File: src/rtl/mask_pkg.sv
// Shared types and sizing for the mask frame controller.
// Holds the frame FSM state enum, default raster size and datapath widths.
package mask_pkg;

    localparam int H_ACTIVE_DFLT = 640;
    localparam int V_ACTIVE_DFLT = 480;
    localparam int COORD_W       = 10;
    localparam int CNT_W         = 19;

    typedef enum logic [2:0] {
        S_IDLE,
        S_ARMED,
        S_RUN,
        S_DRAIN,
        S_DONE
    } state_t;

endpackage

File: src/rtl/mask_raster_cnt.sv
// Raster-order x/y counter: clears to (0,0), steps x then y, wraps at frame end.
// Ports: clk, rst (async high), clr, step; x, y position; last = at final pixel.
module mask_raster_cnt
    import mask_pkg::*;
#(
    parameter int H_ACTIVE = H_ACTIVE_DFLT,
    parameter int V_ACTIVE = V_ACTIVE_DFLT
) (
    input  logic               clk,
    input  logic               rst,
    input  logic               clr,
    input  logic               step,
    output logic [COORD_W-1:0] x,
    output logic [COORD_W-1:0] y,
    output logic               last
);

    localparam logic [COORD_W-1:0] X_MAX = COORD_W'(H_ACTIVE - 1);
    localparam logic [COORD_W-1:0] Y_MAX = COORD_W'(V_ACTIVE - 1);

    assign last = (x == X_MAX) && (y == Y_MAX);

    always_ff @(posedge clk or posedge rst) begin
        if (rst) begin
            x <= '0;
            y <= '0;
        end else if (clr) begin
            x <= '0;
            y <= '0;
        end else if (step) begin
            if (x == X_MAX) begin
                x <= '0;
                y <= (y == Y_MAX) ? '0 : y + 1'b1;
            end else begin
                x <= x + 1'b1;
            end
        end
    end

endmodule

File: src/rtl/mask_frame_ctrl.sv
// Frame controller for the mask generator: arms on enable, issues reads per pixel,
// drains returns, counts foreground pixels and reports frame_done.
// Ports: clk_25, rst (async high), enable, thr_wr/thr_data/thr_ack/thr_active,
// pix_valid/pix_x/pix_y, gen_read, gen_valid/gen_mask/gen_x/gen_y,
// busy, frame_done, fg_count, err_order.
// Option: define MASK_FRAME_CTRL_ORDER_CHECK_EN for return-order checking;
// without it err_order is tied low.
module mask_frame_ctrl
    import mask_pkg::*;
#(
    parameter int          H_ACTIVE  = H_ACTIVE_DFLT,
    parameter int          V_ACTIVE  = V_ACTIVE_DFLT,
    parameter logic [31:0] THR_RESET = 32'd300
) (
    input  logic               clk_25,
    input  logic               rst,
    input  logic               enable,
    input  logic               thr_wr,
    input  logic [31:0]        thr_data,
    output logic               thr_ack,
    output logic [31:0]        thr_active,
    input  logic               pix_valid,
    input  logic [COORD_W-1:0] pix_x,
    input  logic [COORD_W-1:0] pix_y,
    output logic               gen_read,
    input  logic               gen_valid,
    input  logic               gen_mask,
    input  logic [COORD_W-1:0] gen_x,
    input  logic [COORD_W-1:0] gen_y,
    output logic               busy,
    output logic               frame_done,
    output logic [CNT_W-1:0]   fg_count,
    output logic               err_order
);

    localparam logic [COORD_W-1:0] X_MAX = COORD_W'(H_ACTIVE - 1);
    localparam logic [COORD_W-1:0] Y_MAX = COORD_W'(V_ACTIVE - 1);

    state_t           state;
    logic [31:0]      thr_shadow;
    logic [1:0]       outstanding;
    logic [CNT_W-1:0] run_count;
    logic             start;
    logic             last_read;
    logic             ret_ok;

    // Frame starts on the (0,0) pixel while armed and still enabled.
    assign start = (state == S_ARMED) && enable && pix_valid &&
                   (pix_x == '0) && (pix_y == '0);
    assign gen_read  = pix_valid && ((state == S_RUN) || start);
    assign last_read = gen_read && (pix_x == X_MAX) && (pix_y == Y_MAX);
    // A return is only honoured when a read is actually outstanding.
    assign ret_ok    = gen_valid && (outstanding != 2'd0);

    always_ff @(posedge clk_25 or posedge rst) begin
        if (rst) begin
            state      <= S_IDLE;
            busy       <= 1'b0;
            frame_done <= 1'b0;
            fg_count   <= '0;
        end else begin
            frame_done <= 1'b0;
            unique case (state)
                S_IDLE: begin
                    if (enable) begin
                        state <= S_ARMED;
                        busy  <= 1'b1;
                    end
                end
                S_ARMED: begin
                    if (!enable) begin
                        state <= S_IDLE;
                        busy  <= 1'b0;
                    end else if (start) begin
                        state <= last_read ? S_DRAIN : S_RUN;
                    end
                end
                S_RUN: begin
                    if (last_read) state <= S_DRAIN;
                end
                S_DRAIN: begin
                    if (outstanding == 2'd0) begin
                        state      <= S_DONE;
                        busy       <= 1'b0;
                        frame_done <= 1'b1;
                        fg_count   <= run_count;
                    end
                end
                S_DONE: begin
                    state <= enable ? S_ARMED : S_IDLE;
                    busy  <= enable;
                end
                default: begin
                    state <= S_IDLE;
                    busy  <= 1'b0;
                end
            endcase
        end
    end

    always_ff @(posedge clk_25 or posedge rst) begin
        if (rst) begin
            thr_shadow  <= THR_RESET;
            thr_active  <= THR_RESET;
            thr_ack     <= 1'b0;
            outstanding <= 2'd0;
            run_count   <= '0;
        end else begin
            thr_ack <= thr_wr;
            if (thr_wr) thr_shadow <= thr_data;
            // Old shadow wins when a write lands on the start cycle.
            if (start) thr_active <= thr_shadow;

            case ({gen_read, ret_ok})
                2'b10: if (outstanding != 2'd3) outstanding <= outstanding + 1'b1;
                2'b01: outstanding <= outstanding - 1'b1;
                default: ;
            endcase

            if (start) begin
                run_count <= '0;
            end else if (ret_ok && !gen_mask && (run_count != '1)) begin
                run_count <= run_count + 1'b1;
            end
        end
    end

`ifdef MASK_FRAME_CTRL_ORDER_CHECK_EN
    logic [COORD_W-1:0] exp_x;
    logic [COORD_W-1:0] exp_y;
    logic               exp_last;
    logic               ret_all;

    mask_raster_cnt #(
        .H_ACTIVE(H_ACTIVE),
        .V_ACTIVE(V_ACTIVE)
    ) u_exp (
        .clk (clk_25),
        .rst (rst),
        .clr (start),
        .step(ret_ok),
        .x   (exp_x),
        .y   (exp_y),
        .last(exp_last)
    );

    // ret_all: every pixel of this frame has already been returned.
    always_ff @(posedge clk_25 or posedge rst) begin
        if (rst) begin
            err_order <= 1'b0;
            ret_all   <= 1'b0;
        end else begin
            if (start) ret_all <= 1'b0;
            else if (ret_ok && exp_last) ret_all <= 1'b1;
            if ((gen_valid && (outstanding == 2'd0)) ||
                (gen_read && (outstanding == 2'd3)) ||
                (ret_ok && ((gen_x != exp_x) || (gen_y != exp_y) || ret_all)))
                err_order <= 1'b1;
        end
    end
`else
    logic unused_coords;
    assign unused_coords = ^{gen_x, gen_y};
    assign err_order = 1'b0;
`endif

endmodule

File: config.mk
export PLATFORM = sky130hd
export DESIGN_NAME = mask_frame_ctrl
export DESIGN_NICKNAME = d
export VERILOG_FILES = /design/src/rtl/mask_pkg.sv /design/src/rtl/mask_raster_cnt.sv /design/src/rtl/mask_frame_ctrl.sv
export SDC_FILE = /design/constraint.sdc
export NUM_CORES = 1
export LEC_CHECK = 0
export BUFFER_PORTS_ARGS = -buffer_cell sky130_fd_sc_hd__buf_2
export CORE_MARGIN = 5
export CORE_UTILIZATION = 40
export CTS_CLUSTER_DIAMETER = 30
export DETAILED_ROUTE_END_ITERATION = 8
export MAX_ROUTING_LAYER = met4
export SKIP_CTS_REPAIR_TIMING = 1
export SLEW_MARGIN = 10
export SYNTH_ARGS = -nofsm -noshare
export SYNTH_HDL_FRONTEND = slang
export SYNTH_HIERARCHICAL = 1
export SYNTH_SLANG_ARGS = --single-unit
File: constraint.sdc
create_clock -name clk_25 -period 7.8 [get_ports clk_25]
set_clock_uncertainty 0.2 [all_clocks]
set_input_delay 0.78 -clock clk_25 [delete_from_list [all_inputs] [get_ports clk_25]]
set_output_delay 0.78 -clock clk_25 [all_outputs]
set_load 0.01 [all_outputs]
==> flow_summary_export.csv, run 1 <==
group,metric,value,unit
cts,cts_made_buffers,9,
sta,period_minus_slack,3180,ps
drt,routed_wirelength,9830,um
logic_synthesis,netlist_instances,344,
logic_synthesis,synth_top_family_by_area,"multiplexers",
logic_synthesis,ys_warn_count,6,
logic_synthesis,synth-seq-area-share,58.6,%
logic_synthesis,synth_cell_types,47,
hold_path,min_path_type,"reg2reg",
drt,antenna_left,0,
logic_synthesis,yosys.area.top_type,"dfrtp_1",
layout,final_nets,539,
pwr,peakVddDrop,152,uV
grt,grt_util_met1,19.4,%
floorplanning,coreArea,11500,um2
cts,clk_latency,340,ps
logic_synthesis,synth_compound_area_share,4.04,%
layout,area_growth,20.7,%
logic_synthesis,synth_fp_nets,424,
layout,nFillCells,1057,
logic_synthesis,netlist.area_leader.share,54.2,%
floorplanning,die_y,119,um
setup_path,required,6820,ps
floorplanning,die_area,14000,um2
cts,root_buffer,"clkbuf_16",
drt,drt_iter0_markers,117,
pwr,p_per_area,202,nW/um2
cts,cts_tree,"done",
logic_synthesis,avgSynthCellArea,13.7,um2
floorplanning,initial_core_util,41.1,%
layout,mostFrequentLayoutCells,"buf_2 (113), dfrtp_1 (102), mux2_2 (53)",
setup_path,crit_path_max_fanout,6,
logic_synthesis,synth-edff-count,0,
logic_synthesis,muxShareOfSynthArea,21.5,%
sta,hold_viol,0,
setup_path,arrival,2200,ps
sta,worst_pin_slew,763,ps
layout,mostFrequentLayoutCell,"buf_2",
placement,place_inst,591,
sta,finalSetupTns,0,ps
drt,wl_per_cell,16.2,um
grt,grt_pass1_wl,16700,um
drt,drc,0,
cts,cts_max_path_buffers,2,
sta,max_freq,315,MHz
flow_run,drv_cap,0,
cts,clk_pin_slew,60,ps
floorplanning,io_pins,135,
sta,setup_slack,4620,ps
layout,drive_gt1_share,49.4,%
sta,rsz0062_at_grt,"no",
placement,post-dp-hpwl,6730,um
grt,overflow,0,
logic_synthesis,synthAdderAreaFrac,0.266,%
layout,final_util,49.6,%
outcome,status,"finished clean",
pwr,p_leak,2.84,nW
floorplanning,num_rows,39,
placement,routabilityCongestion,0.840,
sta,setup_viol,0,
pwr,finalPower,1.15,mW
grt,use_met3,4.68,%
grt,grt_antenna_before_repair,0,
sta,max_slew_margin,49.1,%
drt,drtPass1Iterations,5,
logic_synthesis,synthXorXnorAreaFrac,2.42,%
placement,port_buffers,113,
grt,grt_use_met2,22.0,%
layout,antenna_cells,0,
sta,maxSlewViolCount,0,
logic_synthesis,synthArstFlopShare,100,%
grt,grt_busiest_layer,"met2",
placement,place_ws,4670,ps
setup_path,cp-end-kind,"output port",
setup_path,critPathLaunchType,"input port",
drt,vias,3103,
grt,grt_max_degree,58,
sta,min_period_over_period,40.8,%
cts,clock-sinks,110,
floorplanning,die_x,119,um
drt,via_per_inst,5.11,
logic_synthesis,ys_seq_elements,110,
setup_path,path_class,"in2out",
grt,grtUsageTotal,15.0,%
logic_synthesis,ys.flop_type,"dfrtp_1",
logic_synthesis,synth_area_leaders,"dfrtp_1 (54%), mux2_2 (13%), mux2_4 (8.6%), dfstp_2 (4.5%), xnor2_1 (2.2%)",
cts,htree_levels,3,
logic_synthesis,synth-simple-area-share,10.2,%
grt,grt_pass1_vias,3225,
layout,fin_cells,607,
logic_synthesis,syn_area,4710,um2
-- stage by stage --
| stage | area [um2] | hold WS, ps |
|---|---|---|
| floorplan | 4710 | 277 |
| global placement | 5380 | 264 |
| detailed placement | 5380 | 270 |
| CTS | 5680 | 285 |
| global route | 5690 | 317 |
| finish | 5690 | 284 |
-- metal layers --
layer | up-vias | part of all wire (%)
met1 | 1517 | 45
met3 | 15 | 7.5
met2 | 104 | 45
met4 | 0 | 2.0
met5 | - | 0
li1 | 1467 | -
-- cells in the mapped netlist (2+ instances only) --
| master | number |
|---|---|
| nor4_1 | 6 |
| a2111oi_0 | 2 |
| xnor2_1 | 12 |
| nor2_1 | 20 |
| o22ai_1 | 2 |
| buf_1 | 3 |
| inv_1 | 8 |
| nand3_1 | 9 |
| clkbuf_1 | 3 |
| nor4_2 | 2 |
| and4_1 | 2 |
| nor4b_1 | 3 |
| nor3_1 | 3 |
| or2_2 | 2 |
| nor2b_1 | 4 |
| nand2_1 | 13 |
| dfstp_2 | 8 |
| buf_12 | 2 |
| dfrtp_1 | 102 |
| mux2_4 | 27 |
| a21oi_1 | 8 |
| a211oi_1 | 3 |
| o21ai_0 | 12 |
| nand4_1 | 7 |
| mux2_2 | 53 |
| or3_1 | 7 |
-- cell families (layout without fill, tap and decap cells) --
logic type      count (synthesis)  after routing
xor+xnor                       13             13
fa+ha+maj                       1              1
compound gates                 31             31
simple gates                   86             86
other cells                     1              1
buf+inv                        21            141
flops                         110            110
mux                            81             81
-- sequential cells by signal, summed over array words and instances (netlist names) --
register and cells:
fg_count 19, state 3, thr_ack 1, thr_shadow 32, run_count 19, thr_active 32, busy 1, frame_done 1
outstanding 2
-- power by group --
group / internal (mW) / switching, mW / total [mW]
registers: 0.597 / 0.0156 / 0.613
clock network: 0.258 / 0.204 / 0.462
logic: 0.0375 / 0.0344 / 0.0720
-- layout make-up --
cell class / instances / area (um2) / share of cell area, %
Clock buffer: 11 / 243 / 4.27
Clock inverter: 5 / 58.8 / 1.03
Inverter: 9 / 36.3 / 0.638
Multi-Input combinational cell: 213 / 1820 / 32.0
Sequential cell: 110 / 2760 / 48.6
Tap cell: 143 / 179 / 3.15
Timing Repair Buffer: 116 / 588 / 10.3
-- worst max-delay path, stage by stage --
cell and delay (ps):
buf_2 100, nor4_2 330, nand4_1 270, o31ai_2 500, buf_2 220
-- worst paths after layout --
kind / end / start / cells after the start / slack, ps
max: gen_read / pix_x[7] / 5 / 4620
min: fg_count[17] / fg_count[17] / 2 / 280
max reg2reg: thr_active[10] / state[1] / 5 / 5240
min reg2reg: fg_count[17] / fg_count[17] / 2 / 280
max in group asynchronous: run_count[17] / rst / 3 / 5880
min in group asynchronous: thr_shadow[27] / rst / 2 / 320
Power figures use the tool's default switching activity.
==> inputs of run 2 (changes only) <==
- ABC_AREA: not set -> 1
- PLACE_DENSITY: not set -> 0.66
- clock period: 7.8 -> 2.7 ns (I/O delays scaled with it)
==> run 2 against run 1 <==
Flip-flop and latch count stayed put; worst hold slack worse by 220 ps; cell count is 48% higher; register-to-register slack worse by 4800 ps; combinational power grew to 11 times the previous value; global-route usage is 1.0 points higher; routed wire length is 17% higher; total power grew to 3.6 times the previous value; synthesized cell count is 69% higher; critical path depth is 1 higher; largest power group unchanged.
==> flow_summary_export.csv, run 2 <==
group,metric,value,unit
setup_path,crit_family,"simple AND/OR/NAND/NOR gates",
hold_path,min_from,"gen_mask",
logic_synthesis,syn_area,4950,um2
grt,grt_max_degree,67,
logic_synthesis,ys_seq_elements,110,
cts,clock-sinks,110,
hold_path,min_path_type,"in2reg",
pwr,p_leak,3.27,nW
grt,grtUsageTotal,16.1,%
floorplanning,num_rows,40,
sta,max_slew_margin,63.2,%
sta,max_freq,401,MHz
sta,hold_viol,0,
placement,routabilityCongestion,0.840,
sta,finalSetupTns,0,ps
layout,mostFrequentLayoutCell,"nand2_1",
logic_synthesis,synth_fp_nets,663,
setup_path,cp_num_buf_inv,2,
floorplanning,die_x,121,um
layout,mostFrequentLayoutCells,"nand2_1 (157), buf_2 (113), dfrtp_1 (102)",
floorplanning,initial_core_util,41.0,%
floorplanning,die_y,121,um
logic_synthesis,synth-seq-area-share,55.8,%
setup_path,arrival,2030,ps
cts,cts_made_buffers,9,
sta,rsz0062_at_grt,"no",
cts,cts_tree,"done",
setup_path,reg2reg_from,"run_count[0]",
logic_synthesis,ys.flop_type,"dfrtp_1",
drt,wl_per_cell,12.7,um
logic_synthesis,synth-edff-count,0,
layout,drive_gt1_share,22.8,%
setup_path,crit_start,"state[2]",
cts,htree_levels,3,
drt,antenna_left,0,
outcome,status,"finished clean",
logic_synthesis,synth_cell_types,38,
sta,setup_viol,0,
drt,via_per_inst,4.72,
logic_synthesis,yosys.area.top_type,"dfrtp_1",
drt,drt_iter0_markers,186,
logic_synthesis,avgSynthCellArea,8.49,um2
pwr,p_per_area,644,nW/um2
setup_path,slowest_stage,"dfrtp_1",
cts,clk_pin_slew,70,ps
sta,holdWs,60.6,ps
cts,cts_max_path_buffers,2,
logic_synthesis,netlist_instances,583,
layout,top_regs,"thr_active (32), thr_shadow (32)",
pwr,finalPower,4.07,mW
cts,clk_latency,350,ps
grt,overflow,0,
pwr,peakVddDrop,544,uV
sta,min_period_over_period,92.4,%
floorplanning,io_pins,135,
setup_path,cp-end-kind,"output port",
layout,antenna_cells,0,
setup_path,required,2230,ps
flow_run,drv_cap,0,
drt,vias,4243,
drt,drtPass1Iterations,5,
sta,setup_slack,204,ps
sta,maxSlewViolCount,0,
floorplanning,die_area,14700,um2
logic_synthesis,ys_warn_count,6,
logic_synthesis,synth_most_common_cell,"nand2_1",
floorplanning,coreArea,12100,um2
cts,root_buffer,"clkbuf_16",
sta,period_minus_slack,2500,ps
logic_synthesis,yosys-top-cells-count,"nand2_1 (158), dfrtp_1 (102), inv_1 (68)",
grt,grt_pass1_wl,18500,um
placement,post-dp-hpwl,8150,um
placement,place_ws,469,ps
setup_path,max_stage_delay,400,ps
logic_synthesis,netlist.area_leader.share,51.6,%
grt,grt_pass1_vias,4030,
logic_synthesis,synthArstFlopShare,100,%
grt,grt_antenna_before_repair,0,
setup_path,crit_path_max_fanout,25,
drt,drc,0,
logic_synthesis,synth_area_leaders,"dfrtp_1 (52%), nand2_1 (12%), inv_1 (5.2%), o21ai_1 (4.6%), dfstp_2 (4.2%)",
setup_path,path_class,"reg2out",
sta,worst_pin_slew,552,ps
drt,routed_wirelength,11500,um
layout,final_nets,806,
layout,area_growth,27.9,%
setup_path,critPathLaunchType,"register",
setup_path,crit_path_cell_trace,"inv_1 -> nand4_1 -> nor2_1 -> nand2_2 -> a21oi_2 -> buf_2",
placement,port_buffers,113,
-- run 2: path summary, 6_finish.rpt --
check / cells past startpoint / slack [ps] / to
min in group asynchronous: 4 / 360 / outstanding[1]
setup / recovery: 6 / 200 / gen_read
max in group asynchronous: 4 / 1450 / run_count[2]
hold / removal: 4 / 60 / run_count[18]
hold reg to reg: 2 / 270 / fg_count[14]
setup reg to reg: 8 / 430 / run_count[0]
-- run 2: metal layers --
layer	share of wire [%]	track usage (%)
met1	43	18.4
met2	50	26.7
met3	5.8	6.11
met4	1.2	4.06
met5	0	-
-- run 2: final cells by class --
cell class	instances	area [um2]
sequential	110	2760
clock buffer	11	243
fill	1100	5740
clock inverter	5	61.3
timing repair buffer	155	976
tap	168	210
inverter	72	274
multi-input combinational	378	1800
-- run 2: power by group --
part | switching [mW] | leakage (nW) | internal, mW | total (mW)
logic | 0.466 | 1.69 | 0.296 | 0.762
clock network | 0.607 | 0.151 | 0.754 | 1.36
registers | 0.127 | 1.43 | 1.82 | 1.95
-- run 2: worst min-delay path: stages --
cell and delay, ps:
buf_2 90, nor3_2 70, nand4_1 90, a21oi_1 60
-- run 2: through the flow --
step                cell area, um2  cells  util, %
floorplan                     4950    583        -
global placement              5690    850     47.2
detailed placement            5690    850     47.2
CTS                           6000    866     49.7
global route                  6330    899     52.4
finish                        6330    899     52.4
-- run 2: logic make-up after synthesis --
| logic type | count (synthesis) | share of synthesized area (%) |
|---|---|---|
| XOR/XNOR | 8 | 1.42 |
| adder cells (fa/ha/maj) | 1 | 0.253 |
| AND/OR/NAND/NOR | 276 | 25.0 |
| other | 1 | 0.0758 |
| buffers and inverters | 95 | 7.84 |
| flip-flops | 110 | 55.8 |
| AO/OA/AOI/OAI | 92 | 9.59 |
==> inputs of run 3 (changes only) <==
- REMOVE_ABC_BUFFERS: not set -> 1
==> run 3 against run 2 <==
Sequential share of layout area rose by 0.12 points; worst hold slack lost 17 ps; clock power decreased by 7%; worst setup slack better by 220 ps; critical endpoint unchanged; combinational power increased by 1%; count of clock-buffer cells in the layout down 1.
==> flow_summary_export.csv, run 3 (synthesis gave the netlist of run 2 again) <==
group,metric,value,unit
sta,hold_viol,0,
pwr,peakVddDrop,543,uV
placement,port_buffers,113,
setup_path,rr_worst_depth,9,
setup_path,crit_path_cell_trace,"inv_1 -> nand4_1 -> nor2_1 -> nand2_2 -> a21oi_2 -> buf_2",
floorplanning,io_pins,135,
pwr,p_leak,3.26,nW
setup_path,crit_start,"state[2]",
sta,maxSlewViolCount,0,
cts,cts_max_path_buffers,2,
grt,grt_pass1_vias,4067,
grt,grt_pass1_wl,19100,um
layout,regArea,2760,um2
grt,overflow,0,
drt,routed_wirelength,11600,um
setup_path,reg2reg_from,"run_count[1]",
placement,routabilityCongestion,0.877,
hold_path,min_path_type,"in2reg",
layout,mostFrequentLayoutCells,"nand2_1 (157), buf_2 (113), dfrtp_1 (102)",
layout,area_growth,27.5,%
drt,dr_wl_met3,743,um
layout,top_regs,"thr_active (32), thr_shadow (32)",
floorplanning,die_x,121,um
setup_path,slowest_stage,"dfrtp_1",
hold_path,min_from,"gen_mask",
drt,vias,4207,
cts,clk_latency,350,ps
setup_path,crit_path_max_fanout,7,
cts,cts_tree,"done",
floorplanning,num_rows,40,
drt,drt_iter0_markers,181,
floorplanning,coreArea,12100,um2
sta,min_period_over_period,84.2,%
cts,clock-sinks,110,
floorplanning,die_y,121,um
setup_path,required,2230,ps
sta,period_minus_slack,2270,ps
sta,finalSetupTns,0,ps
layout,multi_input_area,1800,um2
grt,grt_antenna_before_repair,0,
outcome,status,"finished clean",
setup_path,path_class,"reg2out",
drt,wl_met1,5180,um
layout,antenna_cells,0,
sta,max_slew_margin,56.5,%
layout,drive_gt1_share,22.7,%
sta,max_freq,440,MHz
flow_run,drv_cap,0,
setup_path,arrival,1800,ps
floorplanning,die_area,14700,um2
grt,grtUsageTotal,16.5,%
setup_path,cp-end-kind,"output port",
drt,drtPass1Iterations,4,
sta,rsz0062_at_grt,"no",
drt,drc,0,
placement,place_area,5700,um2
sta,worst_pin_slew,653,ps
drt,antenna_left,0,
floorplanning,initial_core_util,41.0,%
layout,fin_area,6310,um2
setup_path,max_stage_delay,400,ps
cts,root_buffer,"clkbuf_16",
setup_path,critPathLaunchType,"register",
pwr,p_per_area,632,nW/um2
hold_path,hold_depth,4,
layout,final_nets,805,
placement,post-dp-hpwl,8040,um
sta,setup_viol,0,
drt,top_layer,"met4",
grt,grt_max_degree,65,
drt,wl_per_cell,12.9,um
cts,clk_pin_slew,70,ps
drt,via_per_inst,4.68,
cts,htree_levels,3,
layout,mostFrequentLayoutCell,"nand2_1",
layout,nFillCells,1137,
drt,met2_wirelength,5580,um
cts,cts_made_buffers,9,
[run 3: per-stage QoR]
| stage | hold WS [ps] | utilization [%] | instances | total power [mW] | setup WS [ps] |
|---|---|---|---|---|---|
| floorplan | 101 | - | 560 | 2.44 | -659 |
| global placement | 197 | 47.2 | 849 | 2.68 | 680 |
| detailed placement | 213 | 47.2 | 849 | 2.72 | 660 |
| CTS | -180 | 49.6 | 865 | 4.01 | 408 |
| global route | 56.5 | 52.3 | 898 | 4.24 | 217 |
| finish | 44.0 | 52.3 | 898 | 3.99 | 427 |
[run 3: path summary, 6_finish.rpt]
path | slack [ps] | end
min in group asynchronous | 350 | thr_shadow[20]
min | 40 | run_count[18]
max reg2reg | 660 | run_count[11]
min reg2reg | 270 | fg_count[12]
max in group asynchronous | 1160 | thr_shadow[16]
max | 430 | gen_read
[run 3: metal layers]
metal | track usage, % | vias up
met5 | - | -
met4 | 3.92 | 0
met3 | 6.20 | 10
met2 | 26.0 | 98
met1 | 20.3 | 1956
li1 | - | 2143
[run 3: worst max-delay path: cells and delay by family, from the launching register on]
family	cells	cell delay [ps]
and+or+nand+nor	3	550
DFF	1	400
buffers and inverters	2	260
AOI/OAI and AO/OA	1	240
[run 3: cell type report]
type,count,area share (%)
clock buffer,10,3.63
clock inverter,6,0.853
inverter,72,4.32
multi-input combinational,378,28.5
sequential,110,43.8
tap,168,3.33
timing repair buffer,154,15.5
[run 3: power by group]
group          switching, mW  internal (mW)
Clock                  0.623          0.645
Combinational          0.468          0.302
Sequential             0.126           1.82
